==> src/rtl/trade_pkg.sv <==
// Shared types and constants for the trading signal blocks.
package trade_pkg;

    typedef enum logic [1:0] {
        FLAT  = 2'd0,
        LONG  = 2'd1,
        SHORT = 2'd2
    } position_t;

    localparam int BAND_ABS  = 0;
    localparam int BAND_PROP = 1;

endpackage

==> src/rtl/mean_reversion_engine_band_calc.sv <==
// Combinational band calculation: midpoint of the SMAs, saturated upper/lower
// band edges and the trend flag, all carried in WIDTH+1 bits.
module mean_band_calc
    import trade_pkg::*;
#(
    parameter int WIDTH      = 8,
    parameter int THRESHOLD  = 5,
    parameter int BAND_SHIFT = 4,
    parameter int BAND_MODE  = BAND_ABS
) (
    input  logic [WIDTH-1:0] short_sma_i,
    input  logic [WIDTH-1:0] long_sma_i,
    output logic [WIDTH:0]   mid_o,
    output logic [WIDTH:0]   upper_o,
    output logic [WIDTH:0]   lower_o,
    output logic             trend_o
);

    localparam int W1 = WIDTH + 1;
    localparam logic [WIDTH:0] MAX_PRICE = {1'b0, {WIDTH{1'b1}}};

    logic [WIDTH:0] sum;
    logic [WIDTH:0] mid;
    logic [WIDTH:0] band;
    logic [WIDTH:0] upperRaw;
    logic [WIDTH:0] lowerRaw;

    always_comb begin
        sum      = {1'b0, short_sma_i} + {1'b0, long_sma_i};
        mid      = sum >> 1;
        band     = (BAND_MODE == BAND_PROP) ? (mid >> BAND_SHIFT) : W1'(THRESHOLD);
        upperRaw = mid + band;
        lowerRaw = mid - band;
    end

    // upperRaw cannot wrap in WIDTH+1 bits, so only the top bit needs clamping
    assign mid_o   = mid;
    assign upper_o = upperRaw[WIDTH] ? MAX_PRICE : upperRaw;
    assign lower_o = (mid > band) ? lowerRaw : '0;
    assign trend_o = short_sma_i > long_sma_i;

endmodule

==> src/rtl/mean_reversion_engine.sv <==
// Mean-reversion signal engine: FLAT/LONG/SHORT position tracking with
// registered entry/exit pulses and a post-exit cooldown on valid samples.
module mean_reversion_engine
    import trade_pkg::*;
#(
    parameter int WIDTH      = 8,
    parameter int THRESHOLD  = 5,
    parameter int BAND_SHIFT = 4,
    parameter int BAND_MODE  = 0,
    parameter int COOLDOWN   = 2
) (
    input  logic             clk,
    input  logic             rst,
    input  logic             in_valid,
    input  logic [WIDTH-1:0] price,
    input  logic [WIDTH-1:0] short_sma,
    input  logic [WIDTH-1:0] long_sma,
    output logic             out_valid,
    output logic             buy_signal,
    output logic             sell_signal,
    output logic [1:0]       position,
    output logic             cooldown_active
);

    localparam int CD_W = (COOLDOWN > 0) ? $clog2(COOLDOWN + 1) : 1;

    logic [WIDTH:0] mid;
    logic [WIDTH:0] upper;
    logic [WIDTH:0] lower;
    logic           trend;
    logic [WIDTH:0] priceExt;

    position_t      state_q, state_d;
    logic [CD_W-1:0] cooldown_q, cooldown_d;
    logic           valid_q, valid_d;
    logic           buy_q, buy_d;
    logic           sell_q, sell_d;
    logic           cdActive_q;

    mean_band_calc #(
        .WIDTH      (WIDTH),
        .THRESHOLD  (THRESHOLD),
        .BAND_SHIFT (BAND_SHIFT),
        .BAND_MODE  (BAND_MODE)
    ) u_band (
        .short_sma_i (short_sma),
        .long_sma_i  (long_sma),
        .mid_o       (mid),
        .upper_o     (upper),
        .lower_o     (lower),
        .trend_o     (trend)
    );

    assign priceExt = {1'b0, price};

    // Exits are checked before entries, and a FLAT sample in cooldown only counts down
    always_comb begin
        state_d    = state_q;
        cooldown_d = cooldown_q;
        valid_d    = in_valid;
        buy_d      = 1'b0;
        sell_d     = 1'b0;
        if (in_valid) begin
            case (state_q)
                FLAT: begin
                    if (cooldown_q != '0) begin
                        cooldown_d = cooldown_q - 1'b1;
                    end else if (trend && (priceExt < lower)) begin
                        buy_d   = 1'b1;
                        state_d = LONG;
                    end else if (!trend && (priceExt > upper)) begin
                        sell_d  = 1'b1;
                        state_d = SHORT;
                    end
                end
                LONG: begin
                    if ((priceExt >= mid) || !trend) begin
                        sell_d     = 1'b1;
                        state_d    = FLAT;
                        cooldown_d = CD_W'(COOLDOWN);
                    end
                end
                SHORT: begin
                    if ((priceExt <= mid) || trend) begin
                        buy_d      = 1'b1;
                        state_d    = FLAT;
                        cooldown_d = CD_W'(COOLDOWN);
                    end
                end
                default: begin
                    state_d = FLAT;
                end
            endcase
        end
    end

    always_ff @(posedge clk) begin
        if (rst) begin
            state_q    <= FLAT;
            cooldown_q <= '0;
            valid_q    <= 1'b0;
            buy_q      <= 1'b0;
            sell_q     <= 1'b0;
            cdActive_q <= 1'b0;
        end else begin
            state_q    <= state_d;
            cooldown_q <= cooldown_d;
            valid_q    <= valid_d;
            buy_q      <= buy_d;
            sell_q     <= sell_d;
            cdActive_q <= (cooldown_d != '0);
        end
    end

    assign out_valid       = valid_q;
    assign buy_signal      = buy_q;
    assign sell_signal     = sell_q;
    assign position        = state_q;
    assign cooldown_active = cdActive_q;

endmodule

==> config.mk <==
export PLATFORM = sky130hd
export DESIGN_NAME = mean_reversion_engine
export DESIGN_NICKNAME = d
export VERILOG_FILES = /design/src/rtl/trade_pkg.sv /design/src/rtl/mean_reversion_engine_band_calc.sv /design/src/rtl/mean_reversion_engine.sv
export SDC_FILE = /design/constraint.sdc
export NUM_CORES = 1
export LEC_CHECK = 0
export CAP_MARGIN = 40
export CELL_PAD_IN_SITES_DETAIL_PLACEMENT = 1
export CELL_PAD_IN_SITES_GLOBAL_PLACEMENT = 2
export CORE_MARGIN = 10
export CORE_UTILIZATION = 25
export CTS_CLUSTER_DIAMETER = 60
export DETAILED_ROUTE_END_ITERATION = 12
export PLACE_DENSITY_LB_ADDON = 0.1
export SLEW_MARGIN = 20
export SYNTH_ARGS = -nofsm -noshare
export SYNTH_HDL_FRONTEND = slang
export SYNTH_SLANG_ARGS = --single-unit
export TNS_END_PERCENT = 1
==> constraint.sdc <==
create_clock -name clk -period 5.1 [get_ports clk]
set_input_delay 0.765 -clock clk [delete_from_list [all_inputs] [get_ports clk]]
set_output_delay 0.765 -clock clk [all_outputs]
set_load 0.1 [all_outputs]
==> impl_metrics.env <==
export IMPL_status="finished, final reports clean"
export IMPL_clkTransAtPathRegs_ps=40
export IMPL_viasPerCell=4.920
export IMPL_startpoint="long_sma[1]"
export IMPL_rows=31
export IMPL_post_cts_resized=0
export IMPL_hold_buffers=0
export IMPL_max_freq_ghz=0.2206
export IMPL_hpwl_um=5133
export IMPL_hp_class="flip-flop to flip-flop"
export IMPL_grt_pass1_vias=2038
export IMPL_wl_um=5644
export IMPL_drt_initial_drc_count=57
export IMPL_fill_cells=893
export IMPL_cts_num_sinks=8
export IMPL_async_flop_share_pct=0
export IMPL_cts_buffers_inserted=3
export IMPL_powerDensity_nw_per_um2=238.5
export IMPL_pin_count=33
export IMPL_p_total_uw=595.9
export IMPL_drc_errors=0
export IMPL_yosysWarningCount=0
export IMPL_slew_viol_final=0
export IMPL_grt_setup_unrepaired="no"
export IMPL_syn_nets=309
export IMPL_synthCells=239
export IMPL_ys_seq_area_share_pct=8.614
export IMPL_gp_congestion=0.7892
export IMPL_setup_viol=0
export IMPL_clock_root_buffer="clkbuf_8"
export IMPL_syn_avg_cell_area_um2=7.779
export IMPL_die_w_um=106.2
export IMPL_r2r_slack_ps=3000
export IMPL_grt_max_degree=9
export IMPL_synth_most_common_cell="ha_1"
export IMPL_fin_crit_sh_pct=88.90
export IMPL_skew_ps=2.368
export IMPL_synth_edf_count=0
export IMPL_critPathLaunchType="input port"
export IMPL_synth_top_area_share_pct=28.26
export IMPL_track_usage_pct=9.887
export IMPL_fin_nets=360
export IMPL_ys_top_cells_by_area="ha_1 (28%), dfxtp_1 (8.6%), inv_1 (4.8%)"
export IMPL_synth_top_area_cell="ha_1"
export IMPL_crit_type="input port to flip-flop"
export IMPL_tns_ps=0
export IMPL_synthDistinctLibCells=58
export IMPL_drt_pass1_iter_count=4
export IMPL_critPathArrivalTime_ps=4630
export IMPL_cts_tree="done"
export IMPL_antenna_found_initial=0
export IMPL_timing_rr_end="position[1]"
export IMPL_grt_pass1_wl_um=9446
export IMPL_worst_path_max_fanout=5
export IMPL_start_util_pct=25.63
export IMPL_tightest_slew_ps=496.8
export IMPL_worst_r2r_cell_count=6
export IMPL_cts_buffer_depth=2
export IMPL_die_h_um=106.2
export IMPL_routedWlPerCell_um=14.58
export IMPL_synth_top_cells_by_count="ha_1 (42), inv_1 (24), a21oi_1 (16), nor2_1 (16), o21ai_0 (14)"
export IMPL_syn_to_final_growth_pct=34.39
export IMPL_num_antenna_cells=0
export IMPL_critPathCapture="position[0]"
export IMPL_layout_drive_gt1_share_pct=13.54
export IMPL_grt_ovfl_total=0
export IMPL_slew_headroom_pct=66.57
export IMPL_maxCapViolCount=0
export IMPL_cts_setup_buffers=0
export IMPL_r2r_start="position[0]"
export IMPL_ys_ff_latch=8
export IMPL_via_count=1904
export IMPL_cp_required_ps=5190
export IMPL_core_area_um2=7253
export IMPL_die_area_um2=11290
export IMPL_synthFlopType="dfxtp_1"
export IMPL_netlist_area_um2=1859
export IMPL_cts_htree_levels=1
export IMPL_finalHoldViolCount=0
export IMPL_min_period_ps=4534
export IMPL_clkLatencyLatePin_ps=230
export IMPL_cellLeakagePower_uw=0.001073
export IMPL_portBuffers=32
export IMPL_max_vdd_ir_drop_mv=0.06570
export IMPL_end_kind="flip-flop"
export IMPL_ant_nets=0
==> state kept, by name, summed over array words and instances, names as in the netlist <==
name,count
cooldown_active,1
position,2
cooldown_q,2
buy_signal,1
out_valid,1
sell_signal,1
==> cells in the final DEF (no fill, tap or decap), drive strengths merged, types with 7 or more instances in the layout <==
cell / instances
a21oi: 18
buf: 18
clkdlybuf4s50: 32
dfxtp: 8
ha: 42
inv: 26
nand2: 13
nor2: 17
nor3: 7
o21ai: 18
xnor2: 8
==> worst max-delay path, stage by stage <==
cell and delay, ps:
clkdlybuf4s50_1 480, inv_1 70, ha_1 290, nand2b_1 180, a21oi_2 200, o21ai_1 110, mux2_4 330, nor4_1 290
buf_4 160, o2111ai_1 110, buf_4 190, nand2b_1 70, ha_1 170, o21ai_0 90, a21oi_1 200, o31a_1 170
o21ai_0 90, and4bb_2 240, a31oi_1 270, o32ai_1 140
==> area by class of cell <==
class | count | area, um2 | share of cell area, %
inverter | 26 | 97.59 | 3.906
tap | 99 | 123.9 | 4.957
sequential | 8 | 160.2 | 6.410
clock buffer | 3 | 41.29 | 1.652
timing repair buffer | 50 | 500.5 | 20.03
multi-input combinational | 201 | 1575 | 63.04
==> worst min-delay path by stage <==
stage / start / end / slack (ps) / cells after the start
6_report: cooldown_q[1] / cooldown_q[0] / 540 / 2
5_1_grt: cooldown_q[1] / cooldown_active / 580 / 2
4_1_cts: cooldown_q[1] / cooldown_q[0] / 540 / 2
3_5_place_dp: cooldown_q[0] / cooldown_q[0] / 530 / 2
3_3_place_gp: cooldown_q[1] / cooldown_q[0] / 520 / 2
2_1_floorplan: cooldown_q[1] / cooldown_q[0] / 470 / 2
==> per-stage QoR <==
step                hold slack, ps  setup slack [ps]  std cells  area [um2]  utilization (%)
floorplan                    472.4              1096        239        1859                -
global placement             520.9             285.3        378        2367            32.64
detailed placement           529.3             287.8        384        2457            33.88
CTS                          537.8             512.6        387        2499            34.45
global route                 583.1             110.6        387        2499            34.45
finish                       541.8             565.9        387        2499            34.45
==> where the power goes <==
group,switching (uW),internal [uW],leakage (uW),total (uW)
sequential,4.22,68.3,0.0000651,72.5
combinational,251,197,0.000986,448
clock,24.3,51.1,0.0000216,75.4
total,279,317,0.00107,596
==> routing by layer <==
| layer | up-vias | track usage (%) | part of all wire (%) |
|---|---|---|---|
| li1 | 986 | - | - |
| met1 | 876 | 11.74 | 46 |
| met2 | 40 | 18.86 | 51 |
| met3 | 2 | 1.389 | 3.1 |
| met4 | 0 | 0.8704 | 0.28 |
| met5 | - | 0 | 0 |
==> cells by family (layout without fill, tap and decap cells) <==
logic type,Yosys count,in the layout,share of synthesized area [%]
AOI/OAI and AO/OA,71,71,25.71
xor gates and xnor gates,10,10,5.115
muxes,1,1,0.8073
and+or+nand+nor,76,76,23.76
buffers and inverters,30,79,6.662
DFF,8,8,8.614
adders and majority gates,43,43,29.34
Note: power is estimated with default switching activity, not from simulation.
